$ cat src/rtl/riscv_pkg.sv
// Shared RISC-V constants and the fetch-stage state encoding.
package riscv_pkg;

  typedef enum logic {
    FETCH  = 1'b0,
    HALTED = 1'b1
  } fetch_state_t;

  localparam logic [31:0] INSN_NOP    = 32'h0000_0013;
  localparam logic [31:0] INSN_ECALL  = 32'h0000_0073;
  localparam logic [31:0] INSN_EBREAK = 32'h0010_0073;

endpackage

$ cat src/rtl/instruction_fetch.sv
// Single-entry fetch stage: registers {pc, instruction} for decode, halts on
// ECALL/EBREAK or an illegal fetch, and restarts on a redirect.
module instruction_fetch
  import riscv_pkg::*;
#(
  parameter logic [31:0] RESET_PC   = 32'h0000_0000,
  parameter int unsigned IMEM_BYTES = 1024
) (
  input  logic        clk,
  input  logic        rst,
  output logic [31:0] pc,
  input  logic [31:0] instruction,
  input  logic        redirect_valid,
  input  logic [31:0] redirect_pc,
  output logic        out_valid,
  input  logic        out_ready,
  output logic [31:0] out_pc,
  output logic [31:0] out_instr,
  output logic        out_fault
);

  fetch_state_t r_state, w_state_nxt;
  logic [31:0]  r_pc, w_pc_nxt;
  logic         r_out_valid, w_out_valid_nxt;
  logic [31:0]  r_out_pc, w_out_pc_nxt;
  logic [31:0]  r_out_instr, w_out_instr_nxt;
  logic         r_out_fault, w_out_fault_nxt;

  logic         w_transfer;
  logic         w_illegal;
  logic [32:0]  w_last_byte;

  // Widened so the end-of-word address cannot wrap past IMEM_BYTES.
  assign w_last_byte = {1'b0, r_pc} + 33'd3;
  assign w_illegal   = (w_last_byte >= 33'(IMEM_BYTES)) || (r_pc[1:0] != 2'b00);
  assign w_transfer  = r_out_valid && out_ready && !redirect_valid;

  always_comb begin
    w_state_nxt     = r_state;
    w_pc_nxt        = r_pc;
    w_out_valid_nxt = r_out_valid;
    w_out_pc_nxt    = r_out_pc;
    w_out_instr_nxt = r_out_instr;
    w_out_fault_nxt = r_out_fault;

    if (redirect_valid) begin
      w_pc_nxt        = redirect_pc;
      w_out_valid_nxt = 1'b0;
      w_state_nxt     = FETCH;
    end else begin
      case (r_state)
        FETCH: begin
          if (!r_out_valid || w_transfer) begin
            w_out_valid_nxt = 1'b1;
            w_out_pc_nxt    = r_pc;
            if (w_illegal) begin
              w_out_instr_nxt = INSN_NOP;
              w_out_fault_nxt = 1'b1;
              w_state_nxt     = HALTED;
            end else begin
              w_out_instr_nxt = instruction;
              w_out_fault_nxt = 1'b0;
              w_pc_nxt        = r_pc + 32'd4;
              if (instruction == INSN_ECALL || instruction == INSN_EBREAK) begin
                w_state_nxt = HALTED;
              end
            end
          end
        end
        HALTED: begin
          if (w_transfer) begin
            w_out_valid_nxt = 1'b0;
          end
        end
        default: w_state_nxt = FETCH;
      endcase
    end
  end

  always_ff @(posedge clk) begin
    if (rst) begin
      r_state     <= FETCH;
      r_pc        <= RESET_PC;
      r_out_valid <= 1'b0;
      r_out_pc    <= '0;
      r_out_instr <= '0;
      r_out_fault <= 1'b0;
    end else begin
      r_state     <= w_state_nxt;
      r_pc        <= w_pc_nxt;
      r_out_valid <= w_out_valid_nxt;
      r_out_pc    <= w_out_pc_nxt;
      r_out_instr <= w_out_instr_nxt;
      r_out_fault <= w_out_fault_nxt;
    end
  end

  assign pc        = r_pc;
  assign out_valid = r_out_valid;
  assign out_pc    = r_out_pc;
  assign out_instr = r_out_instr;
  assign out_fault = r_out_fault;

endmodule

$ cat config.mk
export PLATFORM = sky130hd
export DESIGN_NAME = instruction_fetch
export DESIGN_NICKNAME = d
export VERILOG_FILES = /design/src/rtl/riscv_pkg.sv /design/src/rtl/instruction_fetch.sv
export SDC_FILE = /design/constraint.sdc
export NUM_CORES = 1
export LEC_CHECK = 0
export CORE_MARGIN = 2
export CORE_UTILIZATION = 45
export CTS_BUF_LIST = sky130_fd_sc_hd__clkbuf_8
export CTS_CLUSTER_DIAMETER = 50
export DETAILED_ROUTE_END_ITERATION = 8
export PLACE_DENSITY = 0.89
export SLEW_MARGIN = 40
export SYNTH_ARGS = -nofsm -noshare
export SYNTH_HDL_FRONTEND = slang
export SYNTH_SLANG_ARGS = --single-unit
$ cat constraint.sdc
create_clock -name clk -period 2.9 [get_ports clk]
set_clock_uncertainty 0.15 [all_clocks]
set_input_delay 0.725 -clock clk [delete_from_list [all_inputs] [get_ports clk]]
set_output_delay 0.725 -clock clk [all_outputs]
set_load 0.01 [all_outputs]
---- Word level (Yosys, flattened, before mapping) ----
Index checks and enable logic that the tools add are counted.
word-level totals
  input bits .............................. 68
  word-level logic and storage cells ...... 43
  register bits ........................... 99
operators by class
  equality and inequality tests ........... 6
  reduce and logical (&&, ||, !) cells .... 13
  add/sub/neg operators ................... 2
  magnitude comparators ................... 1
  bitwise logic cells ..................... 2
  muxes and demuxes ....................... 13
operators with widths
  kind                                                                      count
  32-bit two-way mux                                                        5
  32-bit by 2-bit adder with 33-bit output (second input constant)          1
  33-bit by 11-bit >= comparator with 1-bit output (second input constant)  1
  32-bit by 3-bit adder with 32-bit output (second input constant)          1
  32-bit by 21-bit == test with 1-bit output (second input constant)        1
  32-bit by 7-bit == test with 1-bit output (second input constant)         1
  1-bit two-way mux                                                         7
  2-bit inequality test (second input constant)                             3
  3-bit AND reduction                                                       2
  2-bit nonzero test                                                        2
  1-bit logical OR                                                          3
  1-bit logical AND                                                         2
  1-bit logical NOT                                                         2
  2-bit by 1-bit inequality test with 1-bit output (second input constant)  1
  1-bit NOT                                                                 2
  1-bit one-hot mux with 2 select lines                                     1
  2-bit AND reduction                                                       1
  2-bit OR reduction                                                        1

---- Longest topological paths before layout ----
Gate-level depths: netlist of the first run.
  word-level depth ........................ 7
  mapped depth ............................ 11

---- Least setup slack after synthesis of the first run ----
No wires, ideal clock.
  kind .................................... register to register
  start ................................... register r_pc[2] (netlist: pc[2])
  end ..................................... register r_out_instr[18] (netlist: out_instr[18])
  period minus slack after synthesis ...... 2.610 ns
  cell stages (with the launch flop) ...... 11
  setup time .............................. 0.059 ns
  arrival time ............................ 2.401 ns
  path slack .............................. 0.290 ns
  buffers on the path ..................... 2
  cells stage by stage .................... dfxtp_1 ha_1 nand2_1 or4_4 nor4b_4 nand3_2 a22oi_4 and4b_1 buf_6 buf_6 a22o_1
between the ends
  word-level cells in the longest chain between the ends .. 4
RTL lines
  element                                           RTL line                 RTL
  start, declared                                   instruction_fetch.sv:23  logic [31:0] r_pc, w_pc_nxt;
  start signal, assigned                            instruction_fetch.sv:90  r_pc <= w_pc_nxt;
  32-bit by 2-bit adder with 33-bit output          instruction_fetch.sv:34  assign w_last_byte = {1'b0, r_pc} + 33'd3;
  33-bit by 11-bit >= comparator with 1-bit output  instruction_fetch.sv:35  assign w_illegal = (w_last_byte >= 33'(IMEM_BYTES)) || (r_pc[1:0] != 2'b00);
  1-bit logical OR                                  instruction_fetch.sv:35
  32-bit two-way mux                                instruction_fetch.sv:56  if (w_illegal) begin
  end signal, assigned                              instruction_fetch.sv:93  r_out_instr <= w_out_instr_nxt;
  end, declared                                     instruction_fetch.sv:26  logic [31:0] r_out_instr, w_out_instr_nxt;
No other way between the ends.
A chain may end at the register's enable or synchronous reset.

---- Worst setup path in the final report of the first run ----
  start ................................... register r_pc[20] (netlist: pc[20])
  end ..................................... register r_pc[8] (netlist: pc[8])
between the ends
  word-level cells in the longest chain between the ends .. 5
RTL lines
  element                                           RTL line
  32-bit by 2-bit adder with 33-bit output          instruction_fetch.sv:34
  33-bit by 11-bit >= comparator with 1-bit output  instruction_fetch.sv:35
  1-bit logical OR                                  instruction_fetch.sv:35
  2-bit inequality test (no line)                   n/a
  3-bit AND reduction (no line)                     n/a
No other way between the ends.

==> flow_summary.yaml, run 1 <==
status:
  status: "finished clean"
critical_path:
  critPathLaunch: "pc[20]"
  end_kind: "flop"
  path_cells: "and3_1, nand4_1, or4_1, nand4_1, a22oi_4, buf_4, and3_1, a2111oi_1"
  rr_startpoint: "pc[20]"
  worst_path_largest_cell_delay_ns: 0.53
  crit_fanout: 9
  critPathArrivalTime_ns: 2.89
  cp.required_ns: 2.99
  crit_slowest_cell: "or4_1"
  crit_type: "flop to flop"
  cp_top_family: "simple AND/OR/NAND/NOR gates"
  worstPathBufferInverterCount: 1
  start_kind: "flop"
min_path:
  hp-class: "flop to flop"
  hold_path.startpoint: "out_pc[15]"
pwr:
  seqPwrFrac_pct: 49.4
  p_sw_uw: 771
  p_sw_share_pct: 26.1
  power_density_mw_per_mm2: 466
  p_leak_nw: 2.36
  power.internal_mw: 2.18
  pwr-share-comb_pct: 16.8
  clkPwrFrac_pct: 33.8
  irDropWorstVdd_mv: 0.280
clocking:
  cts_buffer_depth: 2
  clkTransAtPathRegs_ns: 0.09
  insertion_delay_ns: 0.36
  cts_max_level: 3
  clock-sinks: 99
  postCtsHoldBufs: 0
  cts_tree: "yes"
  root_buffer: "clkbuf_8"
  cts_made_buffers: 9
cells_and_area:
  diodes: 0
  postLayoutCellArea_mm2: 0.00634
  final_cell_count_no_fill: 760
  area_growth_pct: 49.7
  nNetsFinal: 714
  drive_above_1_share_pct: 9.86
die:
  design.portCount: 166
  die_w_um: 101
  die_y_um: 101
  fp-row-count: 35
  start_util_pct: 46.1
  coreArea_mm2: 0.00920
  dieArea_mm2: 0.0102
detailed_routing:
  via_per_inst: 5.68
  wl_mm: 13.2
  vias: 4313
  dr.pass1.iters: 4
  wl_per_cell_um: 17.4
  drc: 0
  drt.antenna.violating_nets: 0
  drt_iter0_drc: 214
global_route:
  track_usage_pct: 25.4
  antenna_found_initial: 0
  grt_pass1_vias: 4227
  grtUsageMet3_pct: 6.17
  overflow: 0
  grt_busiest_layer: "met2"
  grt_pass1_wl_mm: 20.5
  met1_usage_pct: 29.8
  grt_max_degree: 39
  use_met2_pct: 44.3
logic_synthesis:
  syn_inst: 475
  syn-cell-area_mm2: 0.00424
  ys_seq_area_share_pct: 46.8
  ys.flop_type: "dfxtp_1"
  synth_nets: 544
  yosys_warnings: 0
  synth_seq_cells: 99
  synth_enable_flop_cells: 0
  postSynth.asyncResetShare_pct: 0
  yosysUniqueCellTypes: 58
  syn_avg_cell_area_um2: 8.92
placement:
  dpl.hpwl_mm: 9.60
  dp_slack_ns: -0.0239
  port_buffers: 165
  gp_routability_congestion: 0.886
  dpl.cell_count: 743
  placed_cell_area_mm2: 0.00608
sta:
  finalHoldViolCount: 0
  period_needed_ns: 2.80
  setup_viol_count_final: 0
  fin_ws_ns: 0.102
  finalSetupTns_ns: 0
  worst_pin_slew_ns: 0.535
  fmaxAchievable_ghz: 0.357
  slew_violations: 0
  whs_ns: 0.308
  min_period_over_period_pct: 96.5
  max_slew_margin_pct: 63.4
run:
  cap_violations: 0
power by group through the flow:
stage | Sequential, mW | Clock [mW] | Combinational (mW)
after floorplan | 1.51 | 0 | 0.183
final | 1.46 | 1.00 | 0.497
after global routing | 1.47 | 1.06 | 0.533
after global placement | 1.49 | 0 | 0.471
after CTS | 1.46 | 1.02 | 0.487
after detailed placement | 1.49 | 0 | 0.484
registers in the layout, summed over array words and instances, names as in the netlist:
signal	cells
out_valid	1
pc	32
r_state	1
out_instr	32
out_pc	32
out_fault	1
through the flow:
stage | power (mW) | utilization, %
after global routing | 3.06 | 69.0
after global placement | 1.96 | 66.2
after detailed placement | 1.97 | 66.2
final | 2.95 | 69.0
after CTS | 2.96 | 68.6
after floorplan | 1.69 | -
logic make-up after synthesis:
group / Yosys count / share of synthesized area, %
xor+xnor: 3 / 0.620
buf+inv: 43 / 4.49
compound gates: 98 / 17.5
mux: 23 / 5.43
flops: 99 / 46.8
fa+ha+maj: 1 / 0.295
simple gates: 208 / 24.9
synthesized netlist by cell type, types with 3 or more instances:
library cell  number  area, µm²
mux2i_1           23        230
nor3_1            10       50.1
nor2b_1            9       56.3
nand3_1            8       40.0
o31a_1             4       35.0
a22o_1            29        254
a311oi_1           7       61.3
nor4_1             9       56.3
nand2b_1           5       31.3
nor2_1            42        158
clkbuf_1          23       86.3
dfxtp_1           99       1980
and4_1             3       26.3
nand4_1           11       68.8
or3_1              4       25.0
buf_1              6       22.5
buf_2              4       20.0
inv_1              6       22.5
nand2_1           76        285
a2111oi_0          3       26.3
and3_1             9       56.3
a21oi_1           36        180
buf_6              3       33.8
worst min-delay path, delay by kind of cell (launching register included):
family	cells	cell delay, ns
flops	1	0.32
simple gates	1	0.05
compound gates	1	0.05
path summary, 6_finish.rpt:
path,to,cells after the start,slack [ns]
max,pc[8],8,0.10
min reg2reg,out_pc[15],2,0.31
min,out_pc[15],2,0.31
max reg2reg,pc[8],8,0.10
cell type report:
cell class | count | area [µm²]
Multi-Input combinational cell | 334 | 2100
Clock inverter | 5 | 85.1
Fill cell | 687 | 2850
Sequential cell | 99 | 1980
Inverter | 6 | 22.5
Clock buffer | 10 | 138
Timing Repair Buffer | 195 | 1880
Tap cell | 111 | 139
per-layer routing:
metal / vias to the layer above / wire length [µm]
met3: 23 / 1040
met1: 2041 / 5490
met5: - / 0
met2: 188 / 6390
li1: 2061 / -
met4: 0 / 286
placed cells by master (no fill, tap or decap), drive strengths merged, types with 10 or more instances in the layout:
master,n
nor3,10
mux2i,23
nand4,11
nand2,76
a21oi,36
clkbuf,10
nor2,42
nand3,10
a22o,29
dfxtp,99
clkdlybuf4s50,163
buf,32
repair_timing:
item / 4_1_cts / 5_1_grt
setup buffers: 0 / 1
setup endpoints to repair: 0 / 39
gates resized for setup: 0 / 6
(Power assumes the default switching activity.)
==> run 2: changes to the inputs <==
- CELL_PAD_IN_SITES_DETAIL_PLACEMENT: not set -> 0
- CELL_PAD_IN_SITES_GLOBAL_PLACEMENT: not set -> 2
- CORE_UTILIZATION: 45 -> 25
- PLACE_DENSITY: 0.89 -> 0.88
==> run 2 against run 1 <==
  * Sequential cell count unchanged
  * Sequential power about the same
  * Via count decreased by 1.1%
  * Final cell count increased by 16%
  * First-iteration DRC count increased by 25%
==> flow_summary.yaml, run 2 (synthesis results as in run 1) <==
cells_and_area:
  final_cell_count_no_fill: 878
  post-route-util_pct: 39.7
  diodes: 0
  area_growth_pct: 55.5
  final_common_cell: "clkdlybuf4s50_1"
  nNetsFinal: 723
  postLayoutCellArea_mm2: 0.00659
  final_cell_mix: "clkdlybuf4s50_1, dfxtp_1, nand2_1"
  drive_above_1_share_pct: 12.6
sta:
  worst_pin_slew_ns: 0.483
  finalSetupTns_ns: 0
  fin_ws_ns: 0.110
  whs_ns: 0.309
  slew_violations: 0
  fmaxAchievable_ghz: 0.358
  period_needed_ns: 2.79
  min_period_over_period_pct: 96.2
  finalHoldViolCount: 0
  setup_viol_count_final: 0
  max_slew_margin_pct: 67.8
clocking:
  root_buffer: "clkbuf_8"
  cts_max_level: 3
  clock-sinks: 99
  clkTransAtPathRegs_ns: 0.09
  cts_made_buffers: 9
  cts_tree: "yes"
  postCtsHoldBufs: 0
  cts_buffer_depth: 2
  insertion_delay_ns: 0.38
detailed_routing:
  drt.antenna.violating_nets: 0
  drc: 0
  vias: 4266
  drt_iter0_drc: 268
  dr.pass1.iters: 4
  wl_per_cell_um: 16.6
  via_per_inst: 4.86
  wl_mm: 14.5
critical_path:
  end_kind: "flop"
  critPathArrivalTime_ns: 2.96
  path_cells: "nand4_1, or4_4, nor4b_4, nand3_2, a22oi_4, buf_4, and4b_2, clkbuf_16, a22o_1"
  start_kind: "flop"
  crit_type: "flop to flop"
  worst_path_largest_cell_delay_ns: 0.59
  crit_fanout: 14
  cp.required_ns: 3.07
  crit_slowest_cell: "or4_4"
global_route:
  overflow: 0
  grt_pass1_wl_mm: 22.5
  grt_pass1_vias: 4140
  grt_max_degree: 37
  antenna_found_initial: 0
  track_usage_pct: 15.8
pwr:
  power_density_mw_per_mm2: 440
  seqPwrFrac_pct: 50.2
  finalPower_mw: 2.90
  irDropWorstVdd_mv: 0.247
  clkPwrFrac_pct: 31.8
  p_sw_uw: 769
  power.internal_mw: 2.13
  p_sw_share_pct: 26.5
  pwr-share-comb_pct: 17.9
  p_leak_nw: 2.42
min_path:
  hp-class: "flop to flop"
placement:
  placed_cell_area_mm2: 0.00628
  dpl.hpwl_mm: 10.7
  port_buffers: 165
  gp_routability_congestion: 0.841
  dpl.cell_count: 858
  dp_slack_ns: -0.110
die:
  start_util_pct: 25.5
  design.portCount: 166
  coreArea_mm2: 0.0166
  die_y_um: 134
  die_w_um: 134
  dieArea_mm2: 0.0180
  fp-row-count: 47
run:
  cap_violations: 0
status:
  status: "finished clean"
==> run 2: repair_timing <==
action                     in CTS  in global routing
setup endpoints to repair      40                 42
gates cloned                    0                  1
buffers inserted                0                  4
pin swaps                       0                  3
gates resized for setup         2                 16
==> run 2: critical path, delay by kind of cell, from the launching register on <==
kind                   cells  cell delay, ns
AO/OA/AOI/OAI              2            0.38
AND/OR/NAND/NOR            5            1.51
buffers and inverters      2            0.36
flip-flops                 1            0.34
==> run 2: final cells by class <==
class,count,area (µm²)
Tap cell,220,275
Clock buffer,11,151
Multi-Input combinational cell,333,2110
Sequential cell,99,1990
Inverter,6,22.5
Timing Repair Buffer,205,1990
Clock inverter,4,50.0
Fill cell,1650,10000
==> run 2: final timing paths <==
check | from | endpoint | slack (ns) | cells past startpoint
max | pc[10] | out_instr[21] | 0.11 | 9
min | out_pc[8] | out_pc[8] | 0.31 | 2
max reg2reg | pc[10] | out_instr[21] | 0.11 | 9
min reg2reg | out_pc[8] | out_pc[8] | 0.31 | 2
==> run 2: power groups by stage <==
| stage | Clock [mW] | Combinational [mW] | Sequential (mW) |
|---|---|---|---|
| finish | 0.923 | 0.520 | 1.46 |
| global placement | 0 | 0.504 | 1.49 |
| floorplan | 0 | 0.183 | 1.51 |
| detailed placement | 0 | 0.506 | 1.49 |
| CTS | 0.955 | 0.510 | 1.46 |
| global route | 1.01 | 0.563 | 1.47 |
==> run 2: routing by layer <==
metal  vias up  GRT usage (%)  share of wire [%]
met3        13           6.08                9.4
met4         0           4.21                1.2
met5         -              0                  0
met1      2010           18.7                 42
li1       2069              -                  -
met2       174           27.0                 48
==> run 3: changes to the inputs <==
- CORE_MARGIN: 2 -> 4
- RECOVER_POWER: not set -> 50
==> run 3 against run 2 <==
  * Power decreased by 1.5%
  * Wire length increased by 6.0%
  * Register-to-register slack improved by 0.05 ns
  * Via count increased by 1.2%
==> flow_summary.yaml, run 3 (synthesis results as in run 1) <==
clocking:
  cts_made_buffers: 9
  clock-sinks: 99
  cts_tree: "yes"
  cts_max_level: 3
  postCtsHoldBufs: 0
  cts_buffer_depth: 2
  root_buffer: "clkbuf_8"
  insertion_delay_ns: 0.38
  clkTransAtPathRegs_ns: 0.09
critical_path:
  rr_startpoint: "pc[2]"
  cp.depth: 9
  worstPathBufferInverterCount: 1
  r2r.worst_path.cells: 9
  crit_slowest_cell: "or4_4"
  timing.reg2reg.setup_slack_ns: 0.16
  path_cells: "ha_1, nand2_1, or4_4, nor4b_4, nand3_2, buf_4, a22oi_2, a311oi_1, nor4bb_1"
  crit_path_end: "pc[5]"
  crit_type: "flop to flop"
  cp_top_family: "simple AND/OR/NAND/NOR gates"
  crit_fanout: 5
  worst_path_largest_cell_delay_ns: 0.47
  reg2reg_to: "pc[5]"
  end_kind: "flop"
  cp.required_ns: 3.04
  critPathLaunch: "pc[2]"
  critPathArrivalTime_ns: 2.88
  start_kind: "flop"
pwr:
  p_sw_uw: 767
  seqPwrFrac_pct: 50.9
  power.internal_mw: 2.09
  power_density_mw_per_mm2: 436
  p_sw_share_pct: 26.8
  irDropWorstVdd_mv: 0.241
  p_leak_nw: 2.55
  pwr-share-comb_pct: 18.4
  clkPwrFrac_pct: 30.7
global_route:
  grt_pass1_wl_mm: 23.9
  overflow: 0
  track_usage_pct: 15.3
  grt_pass1_vias: 4251
  grt_max_degree: 49
  antenna_found_initial: 0
sta:
  whs_ns: 0.302
  period_needed_ns: 2.74
  finalSetupTns_ns: 0
  setup_viol_count_final: 0
  worst_pin_slew_ns: 0.771
  min_period_over_period_pct: 94.5
  fmaxAchievable_ghz: 0.365
  slew_violations: 0
  rsz0062_at_grt: "false"
  finalHoldViolCount: 0
  max_slew_margin_pct: 48.6
detailed_routing:
  drc: 0
  wl_mm: 15.4
  wl_per_cell_um: 17.5
  dr.pass1.iters: 7
  drt.antenna.violating_nets: 0
  drt_iter0_drc: 177
  via_per_inst: 4.92
  vias: 4318
die:
  design.portCount: 166
  die_y_um: 138
  start_util_pct: 25.5
  die_w_um: 138
  dieArea_mm2: 0.0191
  coreArea_mm2: 0.0166
  fp-row-count: 47
min_path:
  hp-class: "flop to flop"
run:
  cap_violations: 0
cells_and_area:
  n_fill_cell: 1707
  multiInputGateArea_mm2: 0.00213
  area_growth_pct: 54.5
  final_common_cell: "clkdlybuf4s50_1"
  seqCellArea_mm2: 0.00198
  final_cell_count_no_fill: 878
  drive_above_1_share_pct: 10.8
  nNetsFinal: 723
  final_cell_mix: "clkdlybuf4s50_1, dfxtp_1, nand2_1"
placement:
  dpl.cell_count: 858
  port_buffers: 165
  gp_routability_congestion: 0.867
  dpl.hpwl_mm: 11.1
status:
  status: "finished clean"
-- run 3: tightest hold or removal path, cell delays in order, from the launching register on --
cell     delay (ns)
dfxtp_1        0.31
nand2_1        0.05
a21oi_1        0.05
-- run 3: power groups by stage --
stage,clock [mW],sequential [mW],combinational [mW]
4_1_cts,0.917,1.45,0.513
2_1_floorplan,0,1.51,0.183
3_5_place_dp,0,1.49,0.510
5_1_grt,0.968,1.46,0.569
6_report,0.876,1.45,0.527
3_3_place_gp,0,1.48,0.506
-- run 3: layer usage --
metal,vias up,track usage [%],share of wire (%)
met3,16,5.46,7.7
met4,0,3.28,1.0
met1,2045,19.1,45
li1,2070,-,-
met5,-,0,0
met2,187,25.7,47
-- run 3: metrics by stage --
| step | setup slack, ns | total power, mW | area (µm²) | util (%) |
|---|---|---|---|---|
| 5_1_grt | 0.0147 | 3.00 | 6540 | 39.5 |
| 4_1_cts | 0.00609 | 2.88 | 6470 | 39.0 |
| 2_1_floorplan | 0.290 | 1.69 | 4240 | - |
| 3_3_place_gp | 0.0458 | 1.99 | 6280 | 37.9 |
| 3_5_place_dp | 0.0300 | 2.00 | 6280 | 37.9 |
| 6_report | 0.160 | 2.86 | 6550 | 39.5 |
-- run 3: layout make-up --
class / instances / share of cell area [%]
multi-input combinational: 335 / 32.5
sequential: 99 / 30.3
timing repair buffer: 203 / 29.8
tap: 220 / 4.20
clock buffer: 10 / 2.10
clock inverter: 4 / 0.669
inverter: 6 / 0.344
antenna: 1 / 0.0382
-- run 3: repair_timing --
action	4_1_cts	5_1_grt
setup buffers	0	3
cloned	0	2
resized for setup	1	10
pin swaps	0	3
setup endpoints to repair	4	40
-- run 3: worst min path at each step --
stage	from	to	slack, ns	cells after the start
global placement	out_pc[30]	out_pc[30]	0.29	2
CTS	out_pc[31]	out_pc[31]	0.31	2
floorplan	r_state	r_state	0.31	2
finish	out_pc[31]	out_pc[31]	0.30	2
global route	out_pc[31]	out_pc[31]	0.32	2
detailed placement	out_pc[31]	out_pc[31]	0.30	2
